==> src/rtl/pwm_capture_pkg.sv <==
// Shared types and constants for the PWM capture block.
// The default width is also used by the PWM generator, so both ends of the link agree.
package pwm_capture_pkg;

  typedef enum logic {
    IDLE = 1'b0,
    MEAS = 1'b1
  } pwm_cap_state_t;

  localparam int PWM_W_DEFAULT = 16;

endpackage

==> src/rtl/pwm_capture_if.sv <==
// Bundles the enable and PWM input with the measurement results.
// The bus master drives en/pwm_in; the capture block drives the results.
interface pwm_capture_if
  import pwm_capture_pkg::*;
#(
  parameter int W = PWM_W_DEFAULT
) ();

  logic         en;
  logic         pwm_in;
  logic [W-1:0] period;
  logic [W-1:0] high;
  logic         valid;
  logic         stuck_hi;
  logic         stuck_lo;

  modport master (
    output en,
    output pwm_in,
    input  period,
    input  high,
    input  valid,
    input  stuck_hi,
    input  stuck_lo
  );

  modport slave (
    input  en,
    input  pwm_in,
    output period,
    output high,
    output valid,
    output stuck_hi,
    output stuck_lo
  );

endinterface

==> src/rtl/pwm_capture_sync_edge.sv <==
// Multi-flop synchronizer for the async PWM pin, plus a one-cycle delayed copy
// so rising and falling edges of the synchronized level can be detected.
module pwm_capture_sync_edge #(
  parameter int SYNC_STAGES = 2
) (
  input  logic clk,
  input  logic rst,
  input  logic async_i,
  output logic s_o,
  output logic rise_o,
  output logic fall_o
);

  logic [SYNC_STAGES-1:0] sync_q;
  logic [SYNC_STAGES-1:0] sync_d;
  logic                   s_dly_q;
  logic                   s_dly_d;

  // next state of the synchronizer chain and delayed level
  always_comb begin
    sync_d  = {sync_q[SYNC_STAGES-2:0], async_i};
    s_dly_d = sync_q[SYNC_STAGES-1];
  end

  // synchronizer and delay flops
  always_ff @(posedge clk or posedge rst) begin
    if (rst) begin
      sync_q  <= {SYNC_STAGES{1'b0}};
      s_dly_q <= 1'b0;
    end else begin
      sync_q  <= sync_d;
      s_dly_q <= s_dly_d;
    end
  end

  assign s_o    = sync_q[SYNC_STAGES-1];
  assign rise_o = sync_q[SYNC_STAGES-1] & ~s_dly_q;
  assign fall_o = ~sync_q[SYNC_STAGES-1] & s_dly_q;

endmodule

==> src/rtl/pwm_capture.sv <==
// PWM receiver: measures period and high time between consecutive rising edges
// of the synchronized input and flags a line that stops toggling.
module pwm_capture
  import pwm_capture_pkg::*;
#(
  parameter int W           = PWM_W_DEFAULT,
  parameter int SYNC_STAGES = 2
) (
  input  logic         clk,
  input  logic         rst,
  pwm_capture_if.slave bus
);

  localparam logic [W-1:0] CNT_MAX  = {W{1'b1}};
  localparam logic [W-1:0] CNT_ONE  = W'(1);
  localparam logic [W-1:0] CNT_ZERO = {W{1'b0}};

  logic s;
  logic rise;
  logic fall;

  pwm_cap_state_t state_q;
  pwm_cap_state_t state_d;

  logic [W-1:0] cnt_q;
  logic [W-1:0] cnt_d;
  logic [W-1:0] hcnt_q;
  logic [W-1:0] hcnt_d;

  logic [W-1:0] period_q;
  logic [W-1:0] period_d;
  logic [W-1:0] high_q;
  logic [W-1:0] high_d;
  logic         valid_q;
  logic         valid_d;
  logic         stuck_hi_q;
  logic         stuck_hi_d;
  logic         stuck_lo_q;
  logic         stuck_lo_d;

  logic capture;
  logic timeout;

  pwm_capture_sync_edge #(
    .SYNC_STAGES(SYNC_STAGES)
  ) u_sync_edge (
    .clk    (clk),
    .rst    (rst),
    .async_i(bus.pwm_in),
    .s_o    (s),
    .rise_o (rise),
    .fall_o (fall)
  );

  // FSM state register
  always_ff @(posedge clk or posedge rst) begin
    if (rst) begin
      state_q <= IDLE;
    end else begin
      state_q <= state_d;
    end
  end

  // FSM next state; a rise on the saturation cycle keeps the window open
  always_comb begin
    state_d = state_q;
    case (state_q)
      IDLE: begin
        if (bus.en && rise) begin
          state_d = MEAS;
        end else begin
          state_d = IDLE;
        end
      end
      MEAS: begin
        if (!bus.en) begin
          state_d = IDLE;
        end else if (rise) begin
          state_d = MEAS;
        end else if (cnt_q == CNT_MAX) begin
          state_d = IDLE;
        end else begin
          state_d = MEAS;
        end
      end
      default: begin
        state_d = IDLE;
      end
    endcase
  end

  // FSM outputs: capture on a rise inside an open window, timeout on saturation
  always_comb begin
    capture = 1'b0;
    timeout = 1'b0;
    case (state_q)
      MEAS: begin
        if (bus.en && rise) begin
          capture = 1'b1;
        end else if (bus.en && (cnt_q == CNT_MAX)) begin
          timeout = 1'b1;
        end else begin
          capture = 1'b0;
        end
      end
      IDLE: begin
        capture = 1'b0;
      end
      default: begin
        capture = 1'b0;
      end
    endcase
  end

  // period and high-time counters, both restart at 1 on every rise
  always_comb begin
    cnt_d  = cnt_q;
    hcnt_d = hcnt_q;
    if (rise) begin
      cnt_d  = CNT_ONE;
      hcnt_d = CNT_ONE;
    end else begin
      if (cnt_q != CNT_MAX) begin
        cnt_d = cnt_q + CNT_ONE;
      end else begin
        cnt_d = cnt_q;
      end
      if (s && !fall && (hcnt_q != CNT_MAX)) begin
        hcnt_d = hcnt_q + CNT_ONE;
      end else begin
        hcnt_d = hcnt_q;
      end
    end
  end

  // counter registers
  always_ff @(posedge clk or posedge rst) begin
    if (rst) begin
      cnt_q  <= CNT_ZERO;
      hcnt_q <= CNT_ZERO;
    end else begin
      cnt_q  <= cnt_d;
      hcnt_q <= hcnt_d;
    end
  end

  // result next state; results and flags hold unless a capture or timeout occurs
  always_comb begin
    period_d   = period_q;
    high_d     = high_q;
    valid_d    = 1'b0;
    stuck_hi_d = stuck_hi_q;
    stuck_lo_d = stuck_lo_q;
    if (capture) begin
      period_d   = cnt_q;
      high_d     = hcnt_q;
      valid_d    = 1'b1;
      stuck_hi_d = 1'b0;
      stuck_lo_d = 1'b0;
    end else if (timeout) begin
      period_d   = CNT_ZERO;
      high_d     = CNT_ZERO;
      stuck_hi_d = s;
      stuck_lo_d = ~s;
    end else begin
      valid_d = 1'b0;
    end
  end

  // result registers
  always_ff @(posedge clk or posedge rst) begin
    if (rst) begin
      period_q   <= CNT_ZERO;
      high_q     <= CNT_ZERO;
      valid_q    <= 1'b0;
      stuck_hi_q <= 1'b0;
      stuck_lo_q <= 1'b0;
    end else begin
      period_q   <= period_d;
      high_q     <= high_d;
      valid_q    <= valid_d;
      stuck_hi_q <= stuck_hi_d;
      stuck_lo_q <= stuck_lo_d;
    end
  end

  assign bus.period   = period_q;
  assign bus.high     = high_q;
  assign bus.valid    = valid_q;
  assign bus.stuck_hi = stuck_hi_q;
  assign bus.stuck_lo = stuck_lo_q;

endmodule

==> src/flat_wrapper.sv <==
// flat-port wrapper written by rule: the top's interface ports become plain ports
module pwm_capture_flat import pwm_capture_pkg::*;
#(
  parameter int W           = PWM_W_DEFAULT,
  parameter int SYNC_STAGES = 2
)
  (clk, rst, bus_en, bus_pwm_in, bus_period, bus_high, bus_valid, bus_stuck_hi, bus_stuck_lo);
  pwm_capture_if #(.W(W)) bus_i ();
  input  logic clk;
  input  logic rst;
  input wire logic [$bits(bus_i.en)-1:0] bus_en;
  input wire logic [$bits(bus_i.pwm_in)-1:0] bus_pwm_in;
  output wire logic [$bits(bus_i.period)-1:0] bus_period;
  output wire logic [$bits(bus_i.high)-1:0] bus_high;
  output wire logic [$bits(bus_i.valid)-1:0] bus_valid;
  output wire logic [$bits(bus_i.stuck_hi)-1:0] bus_stuck_hi;
  output wire logic [$bits(bus_i.stuck_lo)-1:0] bus_stuck_lo;
  assign bus_i.en = bus_en;
  assign bus_i.pwm_in = bus_pwm_in;
  assign bus_period = bus_i.period;
  assign bus_high = bus_i.high;
  assign bus_valid = bus_i.valid;
  assign bus_stuck_hi = bus_i.stuck_hi;
  assign bus_stuck_lo = bus_i.stuck_lo;
  pwm_capture #(.W(W), .SYNC_STAGES(SYNC_STAGES)) u_core (.clk(clk), .rst(rst), .bus(bus_i));
endmodule
==> config.mk <==
export PLATFORM = sky130hd
export DESIGN_NAME = pwm_capture_flat
export DESIGN_NICKNAME = d
export VERILOG_FILES = /design/src/rtl/pwm_capture_pkg.sv /design/src/rtl/pwm_capture_if.sv /design/src/rtl/pwm_capture_sync_edge.sv /design/src/rtl/pwm_capture.sv /design/src/flat_wrapper.sv
export SDC_FILE = /design/constraint.sdc
export NUM_CORES = 1
export LEC_CHECK = 0
export CAP_MARGIN = 20
export CORE_MARGIN = 5
export CORE_UTILIZATION = 35
export DETAILED_ROUTE_END_ITERATION = 10
export GPL_ROUTABILITY_DRIVEN = 0
export GPL_TIMING_DRIVEN = 0
export PLACE_DENSITY_LB_ADDON = 0.25
export SYNTH_ARGS = -nofsm -noshare
export SYNTH_HDL_FRONTEND = slang
export SYNTH_HIERARCHICAL = 1
export SYNTH_SLANG_ARGS = --single-unit
==> constraint.sdc <==
create_clock -name clk -period 7.3 [get_ports clk]
set_input_delay 2.19 -clock clk [delete_from_list [all_inputs] [get_ports clk]]
set_output_delay 2.19 -clock clk [all_outputs]
set_load 0.005 [all_outputs]
==> results of run 1 <==
==> through the flow <==
step	area (µm²)	util [%]
global route	4360	42.6
floorplan	3650	-
CTS	4360	42.6
detailed placement	4200	41.0
global placement	4200	41.0
finish	4360	42.6
==> where the power goes <==
part	total, mW	internal (mW)	switching [mW]
Combinational	0.102	0.0486	0.0531
Sequential	0.442	0.415	0.0266
Clock	0.272	0.129	0.143
Total	0.815	0.593	0.223
==> area by class of cell <==
class                      instances  area [µm²]
fill                             998        5870
sequential                        71        1780
clock inverter                     4        22.5
clock buffer                      11         141
multi-input combinational        270        1730
timing repair buffer              38         380
buffer                            27         111
tap                              136         170
inverter                           8        32.5
==> cell usage after synthesis, drive strengths merged, types with 9 or more instances <==
cell and number:
o21ai 39, clkbuf 23, a22oi 32, dfrtp 71, nand3 12, mux2 11, nor2 23, a21oi 9
nor2b 15, nand2 16, nand2b 37, a211oi 9
==> sequential cells by signal (all words and copies together) (netlist names) <==
register	cells
u_core/bus.valid	1
u_core/bus.stuck_hi	1
u_core/u_sync_edge/sync_q	2
u_core/hcnt_q	16
u_core/bus.high	16
u_core/cnt_q	16
u_core/bus.period	16
u_core/state_q	1
u_core/bus.stuck_lo	1
u_core/u_sync_edge/s_dly_q	1
==> metal layers <==
layer  share of wire [%]  GRT usage, %  vias to the layer above
li1                    -             -                     1463
met1                  50          20.6                     1488
met2                  45          21.7                       68
met3                 3.6          2.64                       11
met4                 1.9          7.29                        0
met5                   0             0                        -
==> worst min-delay path by stage <==
stage	slack (ns)	endpoint	cells after the start
2_1_floorplan	0.33	u_core/u_sync_edge/sync_q[1]$_DFF_PP0_	0
3_3_place_gp	0.33	u_core/u_sync_edge/sync_q[1]$_DFF_PP0_	0
3_5_place_dp	0.34	u_core/u_sync_edge/sync_q[1]$_DFF_PP0_	0
4_1_cts	0.36	u_core/u_sync_edge/sync_q[1]$_DFF_PP0_	0
5_1_grt	0.37	u_core/u_sync_edge/sync_q[1]$_DFF_PP0_	0
6_report	0.35	u_core/u_sync_edge/sync_q[1]$_DFF_PP0_	0
==> cell families after synthesis <==
kind of cell | after synthesis | synth area share, %
adders and majority gates | 2 | 0.686
AOI/OAI and AO/OA | 107 | 19.0
muxes | 17 | 5.04
buffers and inverters | 35 | 3.88
DFF | 71 | 48.7
and+or+nand+nor | 144 | 22.6
==> impl_metrics.py, run 1 <==
metrics = {
    "outcome": {
        "status": "complete, no violations",
    },
    "layout": {
        "synthToLayoutAreaGrowth_pct": 19.7,
        "drive_above_1_share_pct": 10.3,
        "layout.cells.most_common": "dfrtp_1",
        "final_cell_mix": "71 x dfrtp_1, 39 x o21ai_0, 38 x clkdlybuf4s50_1",
        "n_antenna_cell": 0,
        "fin_nets": 431,
        "finalNonFillerCells": 565,
    },
    "critical_path": {
        "crit_fanout": 10,
        "reg2reg_from": "u_core/u_sync_edge/sync_q[1]$_DFF_PP0_",
        "critPathRequiredTime_ns": 7.56,
        "arrival_ns": 3.80,
        "r2r_slack_ns": 5.08,
        "critPathBufInv": 3,
        "max_stage_delay_ns": 0.50,
        "crit_slowest_cell": "clkdlybuf4s50_1",
        "crit_top_cell": "clkbuf_1",
        "endpoint": "u_core/bus.period[1]$_DFFE_PP0P_",
        "path_delay_family": "buffers and inverters",
        "rr_worst_depth": 5,
        "crit_type": "in2reg",
        "crit_cells": 6,
        "end_kind": "flip-flop",
        "cp-start-kind": "input port",
        "startpoint": "bus_en",
        "path_cells": "clkdlybuf4s50_1 > and3_1 > clkbuf_1 > clkbuf_1 > a22oi_1 > o21ai_0",
        "r2r_end": "u_core/cnt_q[12]$_DFFE_PP0P_",
    },
    "sta": {
        "fmax_ghz": 0.282,
        "hold_viol": 0,
        "slew_violations": 0,
        "finalWorstSetupSlack_ns": 3.75,
        "clock_skew_ns": 0.00710,
        "fin_setup_tns_ns": 0,
        "finalSetupViolations": 0,
        "hold_slack_ns": 0.353,
        "relSlewSlack_pct": 43.0,
        "period_needed_ns": 3.55,
        "rsz0062_at_grt": "false",
        "timing.final.crit_share_pct": 48.6,
        "worst_slew_pin_slew_ns": 0.855,
    },
    "grt": {
        "grt_max_degree": 69,
        "grt_pass1_vias": 3064,
        "grt_pass1_wl_um": 15000,
        "antenna_found_initial": 0,
        "grt_usage_pct": 14.6,
        "grt-ovfl-total": 0,
    },
    "die": {
        "fp.dieArea_um2": 12600,
        "io_pins": 39,
        "die_width_um": 112,
        "initial_utilization_pct": 35.6,
        "num_rows": 37,
        "dieHeight_um": 112,
        "coreArea_um2": 10200,
    },
    "worst_hold_path": {
        "hp-class": "reg2reg",
        "min_from": "u_core/u_sync_edge/sync_q[0]$_DFF_PP0_",
    },
    "power": {
        "powerDensity_nw_per_um2": 187,
        "peakVddDrop_v": 0.0000836,
        "p_leak_nw": 1.78,
        "totalPowerFinal_uw": 815,
    },
    "drt": {
        "drt.antenna.violating_nets": 0,
        "drt_iter0_markers": 234,
        "drt-vias-per-instance": 5.36,
        "wl_per_cell_um": 16.0,
        "routed-via-count": 3030,
        "drt_wl_total_um": 9030,
        "dr.pass1.iters": 5,
        "drc": 0,
    },
    "clocking": {
        "htreeDepth": 3,
        "cts_root_buf": "clkbuf_8",
        "postCtsSetupBuffers": 0,
        "numCtsBuffers": 9,
        "cts_tree": "done",
        "numClockSinks": 71,
        "clockBufferDepth": 2,
        "cts_resized": 0,
        "insertion_delay_ns": 0.34,
        "ctsHoldBuffers": 0,
        "clk_pin_slew_worst_paths_ns": 0.07,
    },
    "yosys": {
        "yosysUniqueCellTypes": 42,
        "synth-edff-count": 0,
        "synth_area_um2": 3650,
        "ys_warn_count": 6,
        "synth_top_area_share_pct": 48.7,
        "synthCells": 376,
        "synth_fp_nets": 382,
        "ys_top_cells_by_area": "dfrtp_1 49%, a22oi_1 6.6%, nand2b_1 6.3%",
        "synth-main-ff-cell": "dfrtp_1",
        "synth_top_area_cell": "dfrtp_1",
        "async_flop_share_pct": 100,
        "seq_area_frac_synth_pct": 48.7,
        "avgSynthCellArea_um2": 9.70,
        "ys_ff_latch": 71,
    },
    "placement": {
        "place_hpwl_um": 6160,
        "numPortBuffers": 38,
        "preCtsSetupSlack_ns": 3.38,
        "dp.cells": 550,
    },
    "run": {
        "drv_cap": 0,
    },
}
Power figures use the tool's default switching activity.
==> run 2: changes to the inputs <==
==> constraint.sdc (replaced) <==
create_clock -name clk -period 2.95 [get_ports clk]
set_input_delay 0.885 -clock clk [delete_from_list [all_inputs] [get_ports clk]]
set_output_delay 0.885 -clock clk [all_outputs]
set_load 0.005 [all_outputs]
==> results of run 2 <==
Same layout as run 1 (identical final DEF). Status: complete, no violations.
Main changes from that run: setup slack after placement 3.38 ns -> 0.335 ns; setup slack after layout 3.75 ns -> 0.709 ns; register-to-register setup slack 5.08 ns -> 0.73 ns; total power 0.815 mW -> 2.02 mW; worst IR drop on VDD 0.0000836 V -> 0.000207 V
==> RTL change: new RTL, settings of run 2 <==
`SYNC_STAGES` is set to 2 in 3 places; all go to 4.
--- a/src/rtl/pwm_capture_sync_edge.sv
+++ b/src/rtl/pwm_capture_sync_edge.sv
@@ -2,5 +2,5 @@
 // so rising and falling edges of the synchronized level can be detected.
 module pwm_capture_sync_edge #(
-  parameter int SYNC_STAGES = 2
+  parameter int SYNC_STAGES = 4
 ) (
   input  logic clk,
--- a/src/rtl/pwm_capture.sv
+++ b/src/rtl/pwm_capture.sv
@@ -5,5 +5,5 @@
 #(
   parameter int W           = PWM_W_DEFAULT,
-  parameter int SYNC_STAGES = 2
+  parameter int SYNC_STAGES = 4
 ) (
   input  logic         clk,
--- a/src/flat_wrapper.sv
+++ b/src/flat_wrapper.sv
@@ -3,5 +3,5 @@
 #(
   parameter int W           = PWM_W_DEFAULT,
-  parameter int SYNC_STAGES = 2
+  parameter int SYNC_STAGES = 4
 )
   (clk, rst, bus_en, bus_pwm_in, bus_period, bus_high, bus_valid, bus_stuck_hi, bus_stuck_lo);
Behaviour: not the same (Yosys sat finds a counterexample within 10 cycles, from zero or initial values and one cycle with rst high).
==> RTL change against run 2 <==
- die area is 1.2% higher
- power grew 7.5%
- count of clock-buffer cells in the layout up 1
- critical path type unchanged
- synthesized area rose by 1.4%
- non-clock buffer count unchanged
- global-route usage grew 0.67 points
- utilization rose by 0.41 points
- cell area up 1.9%
- cell count rose by 0.35%
- wire length up 1.6%
- sequential cell count rose by 2
- setup slack got worse by 57 ps
- via count up 1.4%
- maximum frequency shrank 2.5%
==> RTL change: results (changes against run 2) <==
[hold_path]
holdPathEnd=u_core/u_sync_edge/sync_q[2]$_DFF_PP0_
hold_path_startpoint=u_core/u_sync_edge/sync_q[1]$_DFF_PP0_

[pwr]
leakage_nw=1.83  ; +2.3%
ir_drop_uv=202  ; -2.4%
power.net_switching_mw=0.564  ; +2.2%

[timing]
clock_skew_ps=8.22  ; +1.12 ps
slew_headroom_pct=42.8  ; -0.20 points
period_minus_slack_ps=2300  ; +57.5 ps

[logic_synthesis]
synth_common_cells=73 x dfrtp_1, 39 x o21ai_0, 37 x nand2b_1
ys_seq_area_share_pct=49.4  ; +0.69 points
synth_area_leaders=dfrtp_1 49%, a22oi_1 6.5%, nand2b_1 6.3%, o21ai_0 5.3%, mux2_2 3.4%
avgSynthCellArea_um2=9.78  ; +0.84%

[global_route]
grt_pass1_wl_um=15700  ; +4.5%
grtUsageTotal_pct=15.3  ; +0.67 points
grt_pass1_vias=3033  ; -1.0%

[setup_path]
reg2reg_from=u_core/u_sync_edge/sync_q[3]$_DFF_PP0_
ff2ff_path_depth=6  ; +1
ff2ff_setup_slack_ps=690  ; -40 ps
cp.arrival_ps=2560  ; +60 ps
reg2reg_to=u_core/hcnt_q[5]$_DFFE_PP0P_
endpoint=u_core/bus.high[1]$_DFFE_PP0P_

[detailed_routing]
drt_iter0_drc=207  ; -12%
vias=3072  ; +1.4%
first_pass_iters=4  ; -1

[status]
outcome=completed

[placement]
dp.cells=552  ; +0.36%

[final_layout]
final_cells=567  ; +0.35%
final_layout_size_suffix_gt1_share_pct=10.2  ; -0.048 points
nFillCells=1008  ; +1.0%
final_nets=433  ; +0.46%

## RTL change: cell count changes in the layout (fill, tap and decap cells not counted), sizes merged
cell / before / now
clkinv: 3 / 2
clkinvlp: 1 / 0
dfrtp: 71 / 73
clkbuf: 34 / 35
bufinv: 0 / 1
## RTL change: area by class of cell
class                      instances  share of cell area (%)
sequential                        73                    41.1
multi-input combinational        270                    38.9
timing repair buffer              38                    8.56
tap                              136                    3.83
clock buffer                      12                    3.49
buffer                            27                    2.51
clock inverter                     3                   0.901
inverter                           8                   0.732
## RTL change: layer usage
metal  global-route usage [%]  share of wire (%)  vias to the layer above
met4                     7.13                1.9                        0
met3                     2.78                4.6                       13
met2                     23.0                 45                       81
li1                         -                  -                     1469
met1                     21.4                 48                     1509
met5                        0                  0                        -
## RTL change: metrics by stage
step	hold slack, ps	setup TNS (ps)
global route	369	0
global placement	335	-66080
floorplan	331	0
finish	354	0
detailed placement	338	0
CTS	356	0
## RTL change: cell families after synthesis
logic type	after synthesis	synth area share [%]
adder cells (fa/ha/maj)	2	0.677
buffers and inverters	35	3.83
AO/OA/AOI/OAI	107	18.8
AND/OR/NAND/NOR	144	22.3
multiplexers	17	4.98
flip-flops	73	49.4
## RTL change: critical path, stage by stage
cell             delay [ps]
clkdlybuf4s50_1         510
and3_1                  160
clkbuf_1                240
clkbuf_1                500
a22oi_1                 140
o21ai_0                 130
## RTL change: power by group through the flow
stage	Sequential (mW)	Clock (mW)	Combinational [mW]
after floorplan	1.12	0	0.178
after global placement	1.14	0	0.248
after detailed placement	1.14	0	0.256
after CTS	1.12	0.823	0.257
after global routing	1.14	0.861	0.290
final	1.12	0.795	0.252
